**config.mk**
```make
export PLATFORM = sky130hd
export DESIGN_NAME = register_file
export DESIGN_NICKNAME = d
export VERILOG_FILES = /design/src/rtl/register_file.sv
export SDC_FILE = /design/constraint.sdc
export NUM_CORES = 1
export LEC_CHECK = 0
export CORE_MARGIN = 5
export CORE_UTILIZATION = 40
export CTS_BUF_LIST = sky130_fd_sc_hd__clkbuf_4 sky130_fd_sc_hd__clkbuf_8
export DETAILED_ROUTE_END_ITERATION = 10
export GPL_ROUTABILITY_DRIVEN = 0
export GPL_TIMING_DRIVEN = 1
export PLACE_DENSITY = 0.59
export SYNTH_ARGS = -nofsm -noshare
export SYNTH_HDL_FRONTEND = slang
export SYNTH_SLANG_ARGS = --single-unit
```
**constraint.sdc**
```tcl
create_clock -name clock -period 1.94 [get_ports clock]
set_input_delay 0.388 -clock clock [delete_from_list [all_inputs] [get_ports clock]]
set_output_delay 0.388 -clock clock [all_outputs]
set_load 0.005 [all_outputs]
```
**src/rtl/register_file.sv**
```systemverilog
// Byte-enabled register file with one write port, two registered read ports,
// synchronous clear, write-through bypass and a one-cycle address-error pulse.
module register_file #(
   parameter int                WIDTH       = 32,
   parameter int                DEPTH       = 8,
   parameter logic [WIDTH-1:0]  RESET_VALUE = '0,
   localparam int               AW          = $clog2(DEPTH)
) (
   input  logic                 clock,
   input  logic                 reg_reset,
   input  logic                 reg_wr,
   input  logic [AW-1:0]        reg_wr_addr,
   input  logic [WIDTH-1:0]     reg_in,
   input  logic [WIDTH/8-1:0]   reg_be,
   input  logic                 reg_clear,
   input  logic                 reg_rd_en_a,
   input  logic [AW-1:0]        reg_rd_addr_a,
   input  logic                 reg_rd_en_b,
   input  logic [AW-1:0]        reg_rd_addr_b,
   output logic [WIDTH-1:0]     reg_out_a,
   output logic [WIDTH-1:0]     reg_out_b,
   output logic                 reg_valid_a,
   output logic                 reg_valid_b,
   output logic                 reg_addr_err
);

   localparam int            NB      = WIDTH / 8;
   localparam logic [AW:0]   DEPTH_L = (AW + 1)'(DEPTH);

   // Handshake: a read is accepted on every edge where reg_rd_en_x is high
   // (there is no back-pressure); exactly one cycle later reg_valid_x pulses
   // for one cycle with reg_out_x holding the data, which then stays put.

   logic [WIDTH-1:0] mem [DEPTH];

   logic             wr_in_range;
   logic             rd_a_in_range;
   logic             rd_b_in_range;
   logic             wr_active;
   logic             wr_hit;
   logic             wr_err;
   logic             rd_err_a;
   logic             rd_err_b;
   logic [WIDTH-1:0] wr_old;
   logic [WIDTH-1:0] wr_merged;
   logic [WIDTH-1:0] rd_data_a;
   logic [WIDTH-1:0] rd_data_b;

   function automatic logic [WIDTH-1:0] merge_bytes(
      input logic [WIDTH-1:0] old_word,
      input logic [WIDTH-1:0] new_word,
      input logic [NB-1:0]    be
   );
      logic [WIDTH-1:0] res;
      res = old_word;
      for (int i = 0; i < NB; i++) begin
         if (be[i]) res[8*i +: 8] = new_word[8*i +: 8];
      end
      return res;
   endfunction

   // Read value as seen after this edge: clear wins, then same-entry write bypass.
   function automatic logic [WIDTH-1:0] read_word(
      input logic             in_range,
      input logic             bypass,
      input logic [WIDTH-1:0] stored,
      input logic [WIDTH-1:0] merged,
      input logic             clear
   );
      logic [WIDTH-1:0] res;
      res = '0;
      if (in_range) begin
         if (clear)       res = RESET_VALUE;
         else if (bypass) res = merged;
         else             res = stored;
      end
      return res;
   endfunction

   assign wr_in_range   = ({1'b0, reg_wr_addr}   < DEPTH_L);
   assign rd_a_in_range = ({1'b0, reg_rd_addr_a} < DEPTH_L);
   assign rd_b_in_range = ({1'b0, reg_rd_addr_b} < DEPTH_L);

   // A write with no byte enabled is a no-op and never counts as an error.
   assign wr_active = reg_wr && (|reg_be);
   assign wr_hit    = wr_active && wr_in_range && !reg_clear;
   assign wr_err    = wr_active && !wr_in_range;
   assign rd_err_a  = reg_rd_en_a && !rd_a_in_range;
   assign rd_err_b  = reg_rd_en_b && !rd_b_in_range;

   always_comb begin
      wr_old = '0;
      if (wr_in_range) wr_old = mem[reg_wr_addr];
   end

   assign wr_merged = merge_bytes(wr_old, reg_in, reg_be);

   always_comb begin
      rd_data_a = '0;
      if (rd_a_in_range) begin
         rd_data_a = read_word(1'b1, wr_hit && (reg_wr_addr == reg_rd_addr_a),
                               mem[reg_rd_addr_a], wr_merged, reg_clear);
      end
   end

   always_comb begin
      rd_data_b = '0;
      if (rd_b_in_range) begin
         rd_data_b = read_word(1'b1, wr_hit && (reg_wr_addr == reg_rd_addr_b),
                               mem[reg_rd_addr_b], wr_merged, reg_clear);
      end
   end

   always_ff @(posedge clock or negedge reg_reset) begin
      if (!reg_reset) begin
         for (int i = 0; i < DEPTH; i++) mem[i] <= RESET_VALUE;
      end else if (reg_clear) begin
         for (int i = 0; i < DEPTH; i++) mem[i] <= RESET_VALUE;
      end else if (wr_hit) begin
         mem[reg_wr_addr] <= wr_merged;
      end
   end

   always_ff @(posedge clock or negedge reg_reset) begin
      if (!reg_reset) begin
         reg_out_a    <= '0;
         reg_out_b    <= '0;
         reg_valid_a  <= 1'b0;
         reg_valid_b  <= 1'b0;
         reg_addr_err <= 1'b0;
      end else begin
         reg_valid_a  <= reg_rd_en_a;
         reg_valid_b  <= reg_rd_en_b;
         if (reg_rd_en_a) reg_out_a <= rd_data_a;
         if (reg_rd_en_b) reg_out_b <= rd_data_b;
         reg_addr_err <= wr_err || rd_err_a || rd_err_b;
      end
   end

endmodule

```
======== Word-level counts from Yosys, hierarchy flattened ========
Cells that the tools add are included.
storage, ports and cells
  register bits ........................... 322
  bits of input ports ..................... 51
  output and inout port bits .............. 67
  word-level logic and storage cells ...... 51
operators by class
  magnitude comparators ................... 4
  equal/unequal tests ..................... 2
  muxes and demuxes ....................... 22
  bitwise operators ....................... 3
  reductions and logical operators ........ 8
operators with widths
  operator                                                  number
  two-way mux 256 bit                                       2
  two-way mux 32 bit                                        11
  binary-select mux 32 bit (select 3 bit)                   3
  bitwise mux 256 bit                                       1
  demux 32 bit (select 3 bit)                               1
  two-way mux 8 bit                                         4
  greater-or-equal comparator 4 bit, second input constant  3
  inverter 3 -> 4 bit                                       3
  == test 3 bit                                             2
  logical AND 1 bit                                         5
  < comparator 4 x 1 -> 1 bit, second input constant        1
  OR reduction 4 bit                                        1
  nonzero test 2 bit                                        1
  logical NOT 1 bit                                         1

======== Longest topological paths before layout ========
Gate-level depths: netlist of run 1.
  depth in word-level cells ............... 8
  mapped depth ............................ 8
  mapped depth without buffers ............ 4

======== Worst setup path before layout of run 1 ========
OpenSTA, ideal clock, no wires.
  path type ............................... input -> register
  start point ............................. in reg_rd_addr_b[1]
  end point ............................... reg reg_out_b[23]
  library setup time ...................... 0.136 ns
  arrival ................................. 1.901 ns
  data required time ...................... 1.804 ns
  slack ................................... -0.097 ns
  stages .................................. 6
  path buffers ............................ 2
  cells stage by stage .................... buf_2 > buf_2 > mux4_2 > mux2_2 > a22oi_1 > o31ai_1
between the ends
  word-level cells in the longest chain between the ends .. 6
  elaborated cells between the ends (all ways) .. 8
  classes of those cells .................. 1 x eq/ne; 5 x mux; 1 x bitwise; 1 x reduce/logical
RTL lines
  element                                                 RTL line  text
  from (decl)                                             19        input logic [AW-1:0] reg_rd_addr_b,
  inverter 3 -> 4 bit (implied by the code)               110       mem[reg_rd_addr_b], wr_merged, reg_clear);
  binary-select mux 32 bit (select 3 bit)                 110
  two-way mux 32 bit (implied by the code) (2 in series)  110
  two-way mux 32 bit *                                    74        else if (bypass) res = merged;
  two-way mux 32 bit *                                    73        if (clear) res = RESET_VALUE;
  to (signal assigned)                                    135       if (reg_rd_en_b) reg_out_b <= rd_data_b;
  to (decl)                                               21        output logic [WIDTH-1:0] reg_out_b,
Mark *: on every way between the ends. The rest lies on a longest branch, timed or not. The select of a mux whose other input is x is not followed.
A chain may end at the register's enable or synchronous reset.

======== Final worst setup path of run 1 ========
  start point ............................. reg reg_out_b[6]
  end point ............................... out reg_out_b[6]
No word-level cell between the ends.

==> impl_metrics.ini, run 1 <==
[setup_path]
slowest_delay_ps = 500
cp-startpoint = reg_out_b[6]
path_max_fanout = 2
cp.required_ps = 1550
path_delay_family = buffers and inverters
r2r_start = mem[21]
cp-start-kind = flop
cp_slowest_cell = clkdlybuf4s50_1
path_cells = clkdlybuf4s50_1
worst_ep_arrival_time_ps = 1510
worstSetupPathType = flop to primary output
crit_path_end_kind = primary output
path_buf_inv = 1

[sta]
timing.final.hold_violations = 0
tns_ps = 0
setup_viol = 0
worst_slew_pin_slew_ps = 522
rsz0062_at_grt = no
slew_viol_final = 0
period_minus_slack_ps = 1900
max_freq_mhz = 527
maxSlewHeadroom = 0.652
period_share = 0.978
setup_slack_ps = 43.2
clock-skew-final_ps = 38.6

[placed_design]
dp.cells = 2305
dp_slack_ps = -565
io_buffer_count = 116
place_area_sq_um = 23000
dp_hpwl_microns = 45400

[yosys]
syn-cell-area_sq_um = 19100
yosysSeqAreaShare = 0.421
synth.largest_area_cell = dfrtp_1
yosysMostFrequentCell = dfrtp_1
syn_avg_cell_area_sq_um = 12.7
synth_edf_count = 0
synth_seq_cells = 322
synthFlopType = dfrtp_1
ys_top_cells_by_area = dfrtp_1 (42%), mux4_2 (18%), a22o_1 (8.5%)
syn-num-nets = 1564
synth.distinct_cells = 58
synth_top_area_frac = 0.421
postSynthCellCount = 1513
async_flop_share = 1.00
synth_warnings = 0
synthTopCellsByCount = dfrtp_1 (322), a22o_1 (186), mux4_2 (153)

[clocking]
clkLatencyLatePin_ps = 680
root_buffer = clkbuf_8
numClockSinks = 322
htreeDepth = 2
cts_tree = built
clk_pin_slew_worst_paths_ps = 60
clockBufferDepth = 3
numCtsBuffers = 55

[layout]
drive_gt1_frac = 0.329
fin_area_sq_um = 24200
seqCellArea_sq_um = 8060
multi_input_area_sq_um = 10300
area_growth_pct = 26.4
nFillCells = 4098
post-route-util = 0.509
final_cells = 2417
fin_nets = 1811

[die]
num_rows = 80
fp.dieH_microns = 229
die_x_microns = 229
initial_core_util = 0.403
die_area_sq_um = 52300
ios = 118
core_sq_um = 47500

[route]
drt_iter0_markers = 1640
vias_per_cell = 6.56
num_vias = 15850
postRouteAntennaNets = 0
wl_per_cell_microns = 29.3
drt-total-wl_microns = 70900
drc_errors = 0
first_pass_iters = 5

[outcome]
outcome = completed

[pwr]
irDropWorstVdd_uv = 400
leakagePower_nw = 10.6
power_density_nw_per_um2 = 675

[grt]
antenna_found_initial = 1
grt_first_pass_wirelength_microns = 106000
overflow = 0
grt_pass1_vias = 16453
grt_max_degree = 62
grt_usage = 0.266

[job]
maxCapViolations = 0

[min_path]
hold_path.class = primary input to asynchronous set/reset pin
==> registers in the layout, indices dropped and copies added, names as in the netlist <==
name         cells
reg_valid_b      1
mem            256
reg_out_a       32
reg_out_b       32
reg_valid_a      1
==> final cells by class <==
type / count / area share
Antenna cell: 2 / 0.000207
Clock buffer: 90 / 0.0463
Clock inverter: 7 / 0.00279
Inverter: 15 / 0.00233
Multi-Input combinational cell: 1004 / 0.424
Sequential cell: 322 / 0.333
Tap cell: 615 / 0.0318
Timing Repair Buffer: 362 / 0.159
==> worst paths after layout <==
| path | end | slack [ps] | depth (start not counted) |
|---|---|---|---|
| max | reg_out_b[6] | 40 | 1 |
| min | mem[118] | 220 | 2 |
| max reg2reg | reg_out_a[21] | 170 | 4 |
| min reg2reg | reg_out_b[16] | 510 | 2 |
| max in group asynchronous | mem[124] | 920 | 3 |
| min in group clock | reg_valid_a | 330 | 2 |
==> routing by layer <==
layer / vias up / GRT usage / wire (microns) / part of all wire
met2: 917 / 0.407 / 32300 / 0.46
met4: 0 / 0.110 / 3120 / 0.044
li1: 6528 / - / - / -
met5: - / 0 / 0 / 0
met3: 219 / 0.0739 / 7220 / 0.10
met1: 8186 / 0.359 / 28200 / 0.40
==> metrics by stage <==
stage | total power, mW | hold WS (ps)
global placement | 9.68 | 347
floorplan | 8.31 | 92.4
detailed placement | 9.71 | 352
finish | 16.3 | 220
global route | 16.8 | 238
CTS | 16.4 | 225
==> timing repair <==
action	in CTS	in global routing
hold buffers	1	0
setup buffers	12	0
endpoints found under the hold margin	47	0
resized for setup	62	3
endpoints found under the setup margin	62	3
==> logic make-up (layout without fill, tap and decap cells) <==
group                  after synthesis  after routing  synth area share
AO/OA/AOI/OAI                      434            434             0.207
flip-flops                         322            322             0.421
AND/OR/NAND/NOR                    299            299            0.0769
multiplexers                       264            264             0.241
buffers and inverters              187            474            0.0507
XOR/XNOR                             6              6           0.00275
other                                1              3          0.000196
==> report_power, final <==
part	switching, mW	internal, mW	total, mW	leakage, nW
sequential	0.131	6.86	6.99	4.47
clock	2.95	3.76	6.71	0.637
combinational	1.50	1.12	2.62	5.52
==> layout by cell type, fill, tap and decap left out, types with 7 or more instances in the layout <==
master             n
mux4_2           153
clkbuf_8          71
a21oi_1           16
and3_1            13
o31ai_1           68
o311ai_1          10
clkbuf_4          19
a22oi_1           13
nand2b_1          26
nor3_1            44
a32oi_4           10
a221oi_2           7
mux2i_1           76
nor2b_1           22
a221oi_1          13
dfrtp_1          321
clkdlybuf4s50_1   42
a22o_1           186
nor3b_1           14
o21ai_0           21
nand2_1          148
mux2_2            30
a21oi_4           16
buf_4            174
buf_12            75
nand3_1            9
inv_1             13
a221o_1           45
dlygate4sd2_1     61
No activity file was read; power rests on OpenSTA's default activity.
==> run 2: changes to the inputs <==
--- a/config.mk
+++ b/config.mk
@@ -5,6 +5,7 @@
 export SDC_FILE = /design/constraint.sdc
 export NUM_CORES = 1
 export LEC_CHECK = 0
+export CORE_ASPECT_RATIO = 0.75
 export CORE_MARGIN = 5
 export CORE_UTILIZATION = 40
 export CTS_BUF_LIST = sky130_fd_sc_hd__clkbuf_4 sky130_fd_sc_hd__clkbuf_8
==> run 2 against run 1 <==
Critical path depth did not move. Clock power rose by 6.3%. Clock skew fell by 13 ps. Routed wire length rose by 1.5%.
==> impl_metrics.ini, run 2 (same netlist as run 1, synthesis figures left out) <==
[pwr]
p_int_mw = 12.1
leakagePower_nw = 10.7
swShare = 0.281
pwr-share-comb = 0.159
pwr-share-seq = 0.416
power_density_nw_per_um2 = 687
p_sw_mw = 4.71
power_frac_clock = 0.425
irDropWorstVdd_uv = 467

[layout]
top_register = mem
drive_gt1_frac = 0.330
fin_area_sq_um = 24400
n_antenna_cell = 0
largestRegisters = mem (256), reg_out_a (32), reg_out_b (32)
fin_nets = 1811
final_cell_mix = dfrtp_1 (321), a22o_1 (186), buf_4 (167)
area_growth_pct = 27.6
final_common_cell = dfrtp_1
largest_reg_flops = 256

[setup_path]
rrSetupSlack_ps = 100
path_cells = clkdlybuf4s50_1
path_max_fanout = 2
path_buf_inv = 1
path_delay_family = buffers and inverters
rr_worst_depth = 4
worst_ep_arrival_time_ps = 1510
cp_slowest_cell = clkdlybuf4s50_1
worstSetupPathType = flop to primary output
timing.rr.end = mem[53]
r2r_start = mem[53]
cp-start-kind = flop
cp.required_ps = 1550
crit_path_end_kind = primary output
slowest_delay_ps = 510

[clocking]
root_buffer = clkbuf_8
htreeDepth = 2
clkLatencyLatePin_ps = 670
numCtsBuffers = 54
clockBufferDepth = 3
numClockSinks = 322
clk_pin_slew_worst_paths_ps = 70
cts_tree = built

[route]
vias_per_cell = 6.45
met1_length_microns = 28900
first_pass_iters = 5
highest_layer = met4
postRouteAntennaNets = 0
drt_iter0_markers = 1916
wl_per_cell_microns = 29.5
drt-total-wl_microns = 71900
dr_wl_met2_microns = 32100
drc_errors = 0
num_vias = 15734
routed-wl-met3_microns = 8610

[outcome]
outcome = completed

[placed_design]
dp_hpwl_microns = 47200
place_area_sq_um = 23000
io_buffer_count = 116

[grt]
overflow = 0
grt_first_pass_wirelength_microns = 108000
grt_pass1_vias = 16381
grt_usage = 0.272
antenna_found_initial = 1
grt_max_degree = 82

[sta]
timing.final.hold_violations = 0
slew_viol_final = 0
worst_slew_pin_slew_ps = 857
maxSlewHeadroom = 0.427
setup_viol = 0
period_minus_slack_ps = 1900
period_share = 0.978
clock-skew-final_ps = 25.9
max_freq_mhz = 527
timing.hold.ws_ps = 177

[die]
die_area_sq_um = 52400
core_sq_um = 47300
die_x_microns = 263
fp.dieH_microns = 199
ios = 118
num_rows = 69
initial_core_util = 0.405

[min_path]
hold_path.class = primary input to asynchronous set/reset pin

[job]
maxCapViolations = 0
## run 2: power groups by stage
| stage | sequential (mW) | clock (mW) | combinational [mW] |
|---|---|---|---|
| final | 6.99 | 7.13 | 2.66 |
| after global routing | 7.00 | 7.50 | 2.79 |
| after CTS | 6.98 | 7.23 | 2.63 |
| after detailed placement | 7.11 | 0 | 2.63 |
| after global placement | 7.10 | 0 | 2.61 |
| after floorplan | 7.07 | 0 | 1.25 |
## run 2: timing repair
| item | 4_1_cts | 5_1_grt |
|---|---|---|
| resized for setup | 50 | 8 |
| endpoints found under the setup margin | 51 | 62 |
| pin swaps | 0 | 1 |
| hold buffers | 1 | 0 |
| setup buffers | 17 | 2 |
| endpoints found under the hold margin | 272 | 0 |
## run 2: routing by layer
metal  global-route usage  vias up
met2                0.413      936
met5                    0        -
met4               0.0908        0
met1                0.366     8098
li1                     -     6543
met3               0.0987      157
## run 2: through the flow
step	TNS (ps)	total power, mW	cells	worst slack [ps]	util
after floorplan	-2250	8.31	1513	-45.0	-
after global placement	-170120	9.71	2323	-645	0.487
after detailed placement	-173020	9.74	2323	-660	0.487
after CTS	0	16.8	2439	0.0567	0.515
after global routing	-6.95	17.3	2441	-6.95	0.516
final	0	16.8	2441	43.3	0.516
## run 2: how the worst max path moves through the flow
stage	start	end	slack (ps)	cells past startpoint
global placement	reg_be[1]	reg_out_b[1]	-640	7
finish	reg_out_a[16]	reg_out_a[16]	40	1
global route	reg_be[0]	reg_out_b[0]	-7	7
CTS	reg_out_b[14]	reg_out_b[14]	0.06	1
floorplan	reg_rd_addr_b[1]	reg_out_b[0]	-50	6
detailed placement	reg_be[2]	reg_out_b[11]	-660	5
## run 2: layout make-up
| type | count | area, sq um |
|---|---|---|
| Clock buffer | 80 | 1030 |
| Clock inverter | 18 | 233 |
| Fill cell | 4139 | 22900 |
| Inverter | 15 | 56.3 |
| Multi-Input combinational cell | 1004 | 10300 |
| Sequential cell | 322 | 8060 |
| Tap cell | 639 | 800 |
| Timing Repair Buffer | 363 | 3990 |
